File: src/rtl/matrix_mult_stream.sv
// matrix_mult_stream: streaming N x N unsigned matrix multiplier.
// Loads A then B as packed beats, computes one C element per cycle with
// MATRIX_WIDTH parallel multipliers, then streams C out under read_en/read_ready.
// Optional macro SATURATE_EN: clamp each C element to 2^WIDTH-1 instead of
// keeping the low WIDTH bits of the accumulator.
module matrix_mult_stream #(
  parameter int WIDTH        = 8,
  parameter int NUM_ELEMENTS = 4,
  parameter int MATRIX_WIDTH = 4
) (
  input  logic                          clk,
  input  logic                          reset,
  input  logic [NUM_ELEMENTS*WIDTH-1:0] wdata,
  input  logic                          write_en,
  output logic                          write_ready,
  input  logic                          read_en,
  output logic                          read_ready,
  output logic [NUM_ELEMENTS*WIDTH-1:0] Res
);

  localparam int NN     = MATRIX_WIDTH * MATRIX_WIDTH;
  localparam int BPM    = NN / NUM_ELEMENTS;
  localparam int BEAT_W = (BPM > 1) ? $clog2(BPM) : 1;
  localparam int EL_W   = $clog2(NN);
  localparam int ACC_W  = 2 * WIDTH + $clog2(MATRIX_WIDTH);

  typedef enum logic [1:0] {
    LOAD_A,
    LOAD_B,
    COMPUTE,
    DRAIN
  } state_t;

  state_t state, state_next;

  logic [WIDTH-1:0] a_mem [NN];
  logic [WIDTH-1:0] b_mem [NN];
  logic [WIDTH-1:0] c_mem [NN];

  logic [BEAT_W-1:0] wbeat;
  logic [BEAT_W-1:0] rbeat;
  logic [EL_W-1:0]   idx;

  logic accept, consume;
  logic wlast, rlast, idx_last;

  int unsigned       row, col;
  logic [2*WIDTH-1:0] prod [MATRIX_WIDTH];
  logic [ACC_W-1:0]   acc;
  logic [WIDTH-1:0]   c_val;

  assign accept   = write_en & write_ready;
  assign consume  = read_en & read_ready;
  assign wlast    = (wbeat == BEAT_W'(BPM - 1));
  assign rlast    = (rbeat == BEAT_W'(BPM - 1));
  assign idx_last = (idx == EL_W'(NN - 1));

  // State register
  always_ff @(posedge clk) begin
    if (reset) state <= LOAD_A;
    else       state <= state_next;
  end

  // Next-state and handshake outputs
  always_comb begin
    state_next  = state;
    write_ready = 1'b0;
    read_ready  = 1'b0;
    case (state)
      LOAD_A: begin
        write_ready = 1'b1;
        if (accept && wlast) state_next = LOAD_B;
      end
      LOAD_B: begin
        write_ready = 1'b1;
        if (accept && wlast) state_next = COMPUTE;
      end
      COMPUTE: begin
        if (idx_last) state_next = DRAIN;
      end
      DRAIN: begin
        read_ready = 1'b1;
        if (consume && rlast) state_next = LOAD_A;
      end
      default: state_next = LOAD_A;
    endcase
  end

  // Dot product of row i of A with column j of B for the current idx
  always_comb begin
    row = 32'(idx) / MATRIX_WIDTH;
    col = 32'(idx) % MATRIX_WIDTH;
    acc = '0;
    for (int unsigned k = 0; k < MATRIX_WIDTH; k++) begin
      prod[k] = (2*WIDTH)'(a_mem[EL_W'(row * MATRIX_WIDTH + k)]) *
                (2*WIDTH)'(b_mem[EL_W'(k * MATRIX_WIDTH + col)]);
      acc = acc + ACC_W'(prod[k]);
    end
  end

`ifdef SATURATE_EN
  // Clamp the accumulator to the element range
  always_comb begin
    c_val = (acc > ACC_W'({WIDTH{1'b1}})) ? '1 : acc[WIDTH-1:0];
  end
`else
  logic acc_hi_unused;

  // Keep the low WIDTH bits; high accumulator bits are deliberately dropped
  always_comb begin
    c_val         = acc[WIDTH-1:0];
    acc_hi_unused = ^acc[ACC_W-1:WIDTH];
  end
`endif

  // Matrix storage: beat writes into A/B, one C element per compute cycle
  always_ff @(posedge clk) begin
    if (!reset) begin
      if (accept) begin
        for (int unsigned e = 0; e < NUM_ELEMENTS; e++) begin
          if (state == LOAD_A)
            a_mem[EL_W'(32'(wbeat) * NUM_ELEMENTS + e)] <= wdata[e*WIDTH +: WIDTH];
          else
            b_mem[EL_W'(32'(wbeat) * NUM_ELEMENTS + e)] <= wdata[e*WIDTH +: WIDTH];
        end
      end
      if (state == COMPUTE) c_mem[idx] <= c_val;
    end
  end

  // Beat/element counters and the registered result beat.
  // Beat 0 never contains the last C element, so it can be read from c_mem
  // on the same edge that writes that element.
  always_ff @(posedge clk) begin
    if (reset) begin
      wbeat <= '0;
      rbeat <= '0;
      idx   <= '0;
      Res   <= '0;
    end else begin
      if (accept) wbeat <= wlast ? '0 : wbeat + 1'b1;
      if (state == COMPUTE) begin
        idx <= idx_last ? '0 : idx + 1'b1;
        if (idx_last) begin
          for (int unsigned e = 0; e < NUM_ELEMENTS; e++)
            Res[e*WIDTH +: WIDTH] <= c_mem[EL_W'(e)];
        end
      end
      if (consume) begin
        if (rlast) begin
          rbeat <= '0;
        end else begin
          rbeat <= rbeat + 1'b1;
          for (int unsigned e = 0; e < NUM_ELEMENTS; e++)
            Res[e*WIDTH +: WIDTH] <= c_mem[EL_W'((32'(rbeat) + 1) * NUM_ELEMENTS + e)];
        end
      end
    end
  end

endmodule

File: config.mk
export PLATFORM = sky130hd
export DESIGN_NAME = matrix_mult_stream
export DESIGN_NICKNAME = d
export VERILOG_FILES = /design/src/rtl/matrix_mult_stream.sv
export SDC_FILE = /design/constraint.sdc
export NUM_CORES = 1
export LEC_CHECK = 0
export ABC_AREA = 1
export CORE_ASPECT_RATIO = 1.5
export CORE_UTILIZATION = 61
export CTS_CLUSTER_SIZE = 20
export DETAILED_ROUTE_END_ITERATION = 7
export DONT_BUFFER_PORTS = 1
export PLACE_DENSITY_LB_ADDON = 0.05
export SLEW_MARGIN = 15
export SYNTH_ARGS = -nofsm -noshare
export SYNTH_HDL_FRONTEND = slang
export SYNTH_SLANG_ARGS = --single-unit
File: constraint.sdc
create_clock -name clk -period 13.45 [get_ports clk]
set_clock_uncertainty 0.05 [all_clocks]
set_input_delay 1.345 -clock clk [delete_from_list [all_inputs] [get_ports clk]]
set_output_delay 1.345 -clock clk [all_outputs]
set_load 0.1 [all_outputs]
==> impl_summary.txt <==
----------------------------------------------------
[Yosys]
  Ys async rst share ... 0
  Share of the synthesized area in the top cell type ... 0.543
  Syn Inst Count ... roughly 2100
  Count of different cell masters after synthesis ... 35
  Post-synth top flop ... sky130_fd_sc_hd__edfxtp_1
  EDFF count, synth ... approximately 380
  Area of the mapped netlist ... about 21000 um^2
  Average footprint of a synthesized cell ... 10.2 um^2
  Warnings from Yosys ... 0
  Share of the yosys chip area belonging to registers ... 0.587
  Cell type contributing the most total cell area after synthesis ... sky130_fd_sc_hd__edfxtp_1
  Top cells by count, synth ... sky130_fd_sc_hd__nand2_1 (545), sky130_fd_sc_hd__edfxtp_1 (384), sky130_fd_sc_hd__inv_1 (267)
  Top post-synthesis cells by area ... sky130_fd_sc_hd__edfxtp_1 (54%), sky130_fd_sc_hd__nand2_1 (9.6%), sky130_fd_sc_hd__fa_1 (6.8%), sky130_fd_sc_hd__inv_1 (4.7%), sky130_fd_sc_hd__ha_1 (4.5%)
  Register bit count reported by yosys ... 430
  Syn nets ... around 2300
  Library cell with the highest instance count after synthesis ... sky130_fd_sc_hd__nand2_1

[Clocking]
  CTS buffer count ... 39
  Clock tree from TritonCTS ... built
  Maximum clock insertion buffer count ... 3
  Total number of clock tree sinks ... 430
  Post-cts resize count ... 0
  Clock transition at the register clock pins on the worst setup and hold paths after CTS ... about 0.060 ns
  CTS root buffer ... sky130_fd_sc_hd__clkbuf_16
  Clock insertion delay at the later pin of the skew report ... approximately 0.56 ns
  Cts-stage hold buffer count ... 0
  Number of buffers added for setup after CTS ... 0
  Count of H-tree levels built during CTS ... 2

[Route]
  Vias per inst ... around 5.6
  Vias post-DR ... ~14000
  Average wire length per cell after detail routing ... between 20 and 25 um
  Post-route DRC violation count ... 0
  Iteration-0 DRC Markers ... ~1100
  First drt pass iteration count ... 5
  Post-route ant nets ... 0
  Wire length after detailed routing ... 53700 um

[Global routing]
  First-pass GRT wire length ... around 80000 um
  Antenna violations before repair ... 0
  Largest net degree at the start of global routing ... 67
  Number of global-route vias before repair ... approximately 14000
  Overall Global Routing Usage ... 0.313
  Gr ovfl total ... 0

[Floorplanning]
  Core footprint ... 34300 um^2
  Number of top-level pins ... 70
  Die area ... between 30000 and 40000 um^2
  Horizontal die dimension ... ~150 um
  Placement row count ... between 80 and 90
  Initial Utilization ... 0.619
  Die height ... about 230 um

[Setup path]
  Largest stage delay on the critical path ... between 0.7 and 0.8 ns
  Critical path start-end classification ... flip-flop to flip-flop
  Type of origin of the critical path ... flip-flop
  Worst endpoint required time ... about 14 ns
  Data arrival at the endpoint of the critical path ... 8.68 ns
  Most Frequent Cell on Critical Path ... sky130_fd_sc_hd__fa_1
  Slowest stage cell on the critical path ... sky130_fd_sc_hd__dfxtp_1
  Worst Setup End Kind ... flip-flop
  Critical path fanouts, max ... 17

[Placement]
  Area after detailed placement ... around 22000 um^2
  Detailed-placement wirelength estimate ... between 30000 and 40000 um
  Port bufs ... 0
  Weighted congestion reported at the end of routability-driven placement ... 0.923

[Status]
  Result of the run ... completed

[STA]
  Hold Violations, Final ... 0
  Worst slew slack as a fraction of its limit ... 0.236
  RSZ-0062 raised after global routing ... no
  Max-slew violation count ... 0
  Transition time of the tightest slew-check pin ... 1.14 ns
  Maximum frequency from static timing analysis ... about 120 MHz
  Setup Total Neg Slack ... 0 ns
  Number of failing setup endpoints in the final timing report ... 0
  Post-route fraction of the period consumed by the critical path ... 0.635
  Final period demand of the worst path ... 8.55 ns

[Min path]
  Type of the tightest min-delay check ... flip-flop to flip-flop

[Layout]
  Diodes inserted ... 0
  Design Area, Final ... roughly 23000 um^2
  Area added between synthesis and finish ... 7.25%
  Share of layout cells above drive strength 1 ... 0.0460
  Net total in the final layout ... 2241

[Run]
  Max cap viols ... 0

----------------------------------------------------
-- worst paths after layout --
check	cells after the start	end	slack, ns	from
max	30	c_mem[0][7]$_DFFE_PP_	4.90	idx[3]$_SDFFE_PP0P_
min	2	rbeat[1]$_SDFFE_PP0P_	0.41	rbeat[1]$_SDFFE_PP0P_
max reg2reg	30	c_mem[0][7]$_DFFE_PP_	4.90	idx[3]$_SDFFE_PP0P_
min reg2reg	2	rbeat[1]$_SDFFE_PP0P_	0.41	rbeat[1]$_SDFFE_PP0P_
-- metrics by stage --
stage,setup WS [ns],instances,util,hold slack (ns)
detailed placement,5.03,2441,0.629,0.407
global placement,5.26,2441,0.629,0.395
CTS,5.01,2511,0.664,0.415
floorplan,6.38,2076,-,0.387
global route,4.39,2511,0.664,0.434
finish,4.90,2511,0.664,0.413
-- placed cells by master, fill, tap and decap left out, types with 40 or more instances in the layout --
cell type	n
sky130_fd_sc_hd__a21oi_1	87
sky130_fd_sc_hd__clkbuf_16	40
sky130_fd_sc_hd__dfxtp_1	44
sky130_fd_sc_hd__edfxtp_1	384
sky130_fd_sc_hd__fa_1	72
sky130_fd_sc_hd__ha_1	76
sky130_fd_sc_hd__inv_1	266
sky130_fd_sc_hd__nand2_1	545
sky130_fd_sc_hd__nand3_1	87
sky130_fd_sc_hd__nor2_1	210
sky130_fd_sc_hd__o21ai_0	129
-- state kept, by name (all words and copies together), names as in the netlist, named ones only --
signal,count
Res,32
a_mem,128
b_mem,128
c_mem,128
idx,4
rbeat,2
state,2
wbeat,2
-- cell families after synthesis --
family,synth area share
xor gates and xnor gates,0.00454
buffers and inverters,0.0648
AOI/OAI and AO/OA,0.0659
DFF,0.587
adders and majority gates,0.113
and+or+nand+nor,0.165
-- routing by layer --
layer / routed length (um) / up-vias / global-route usage / share of wire
li1: - / 6771 / - / -
met4: 3060 / 0 / 0.174 / 0.057
met1: 18900 / 6820 / 0.342 / 0.35
met3: 3120 / 127 / 0.0494 / 0.058
met5: 0 / - / 0 / 0
met2: 28700 / 457 / 0.575 / 0.53
-- critical path, delay by kind of cell (launching register included) --
kind / cells / cell delay, ns
compound gates: 3 / 0.57
buf+inv: 6 / 0.69
flops: 1 / 0.74
fa+ha+maj: 9 / 4.31
simple gates: 12 / 1.79
-- layout make-up --
| type | count | area (um^2) |
|---|---|---|
| sequential | 430 | 12500 |
| fill | 2640 | 11500 |
| multi-input combinational | 1303 | 7470 |
| clock buffer | 55 | 1090 |
| inverter | 272 | 1020 |
| tap | 425 | 532 |
| clock inverter | 15 | 110 |
| timing repair buffer | 11 | 82.6 |
Power is left out: the tool's default activity adds up to more than one toggle a clock period on the data nets, which glitch-free logic cannot reach.
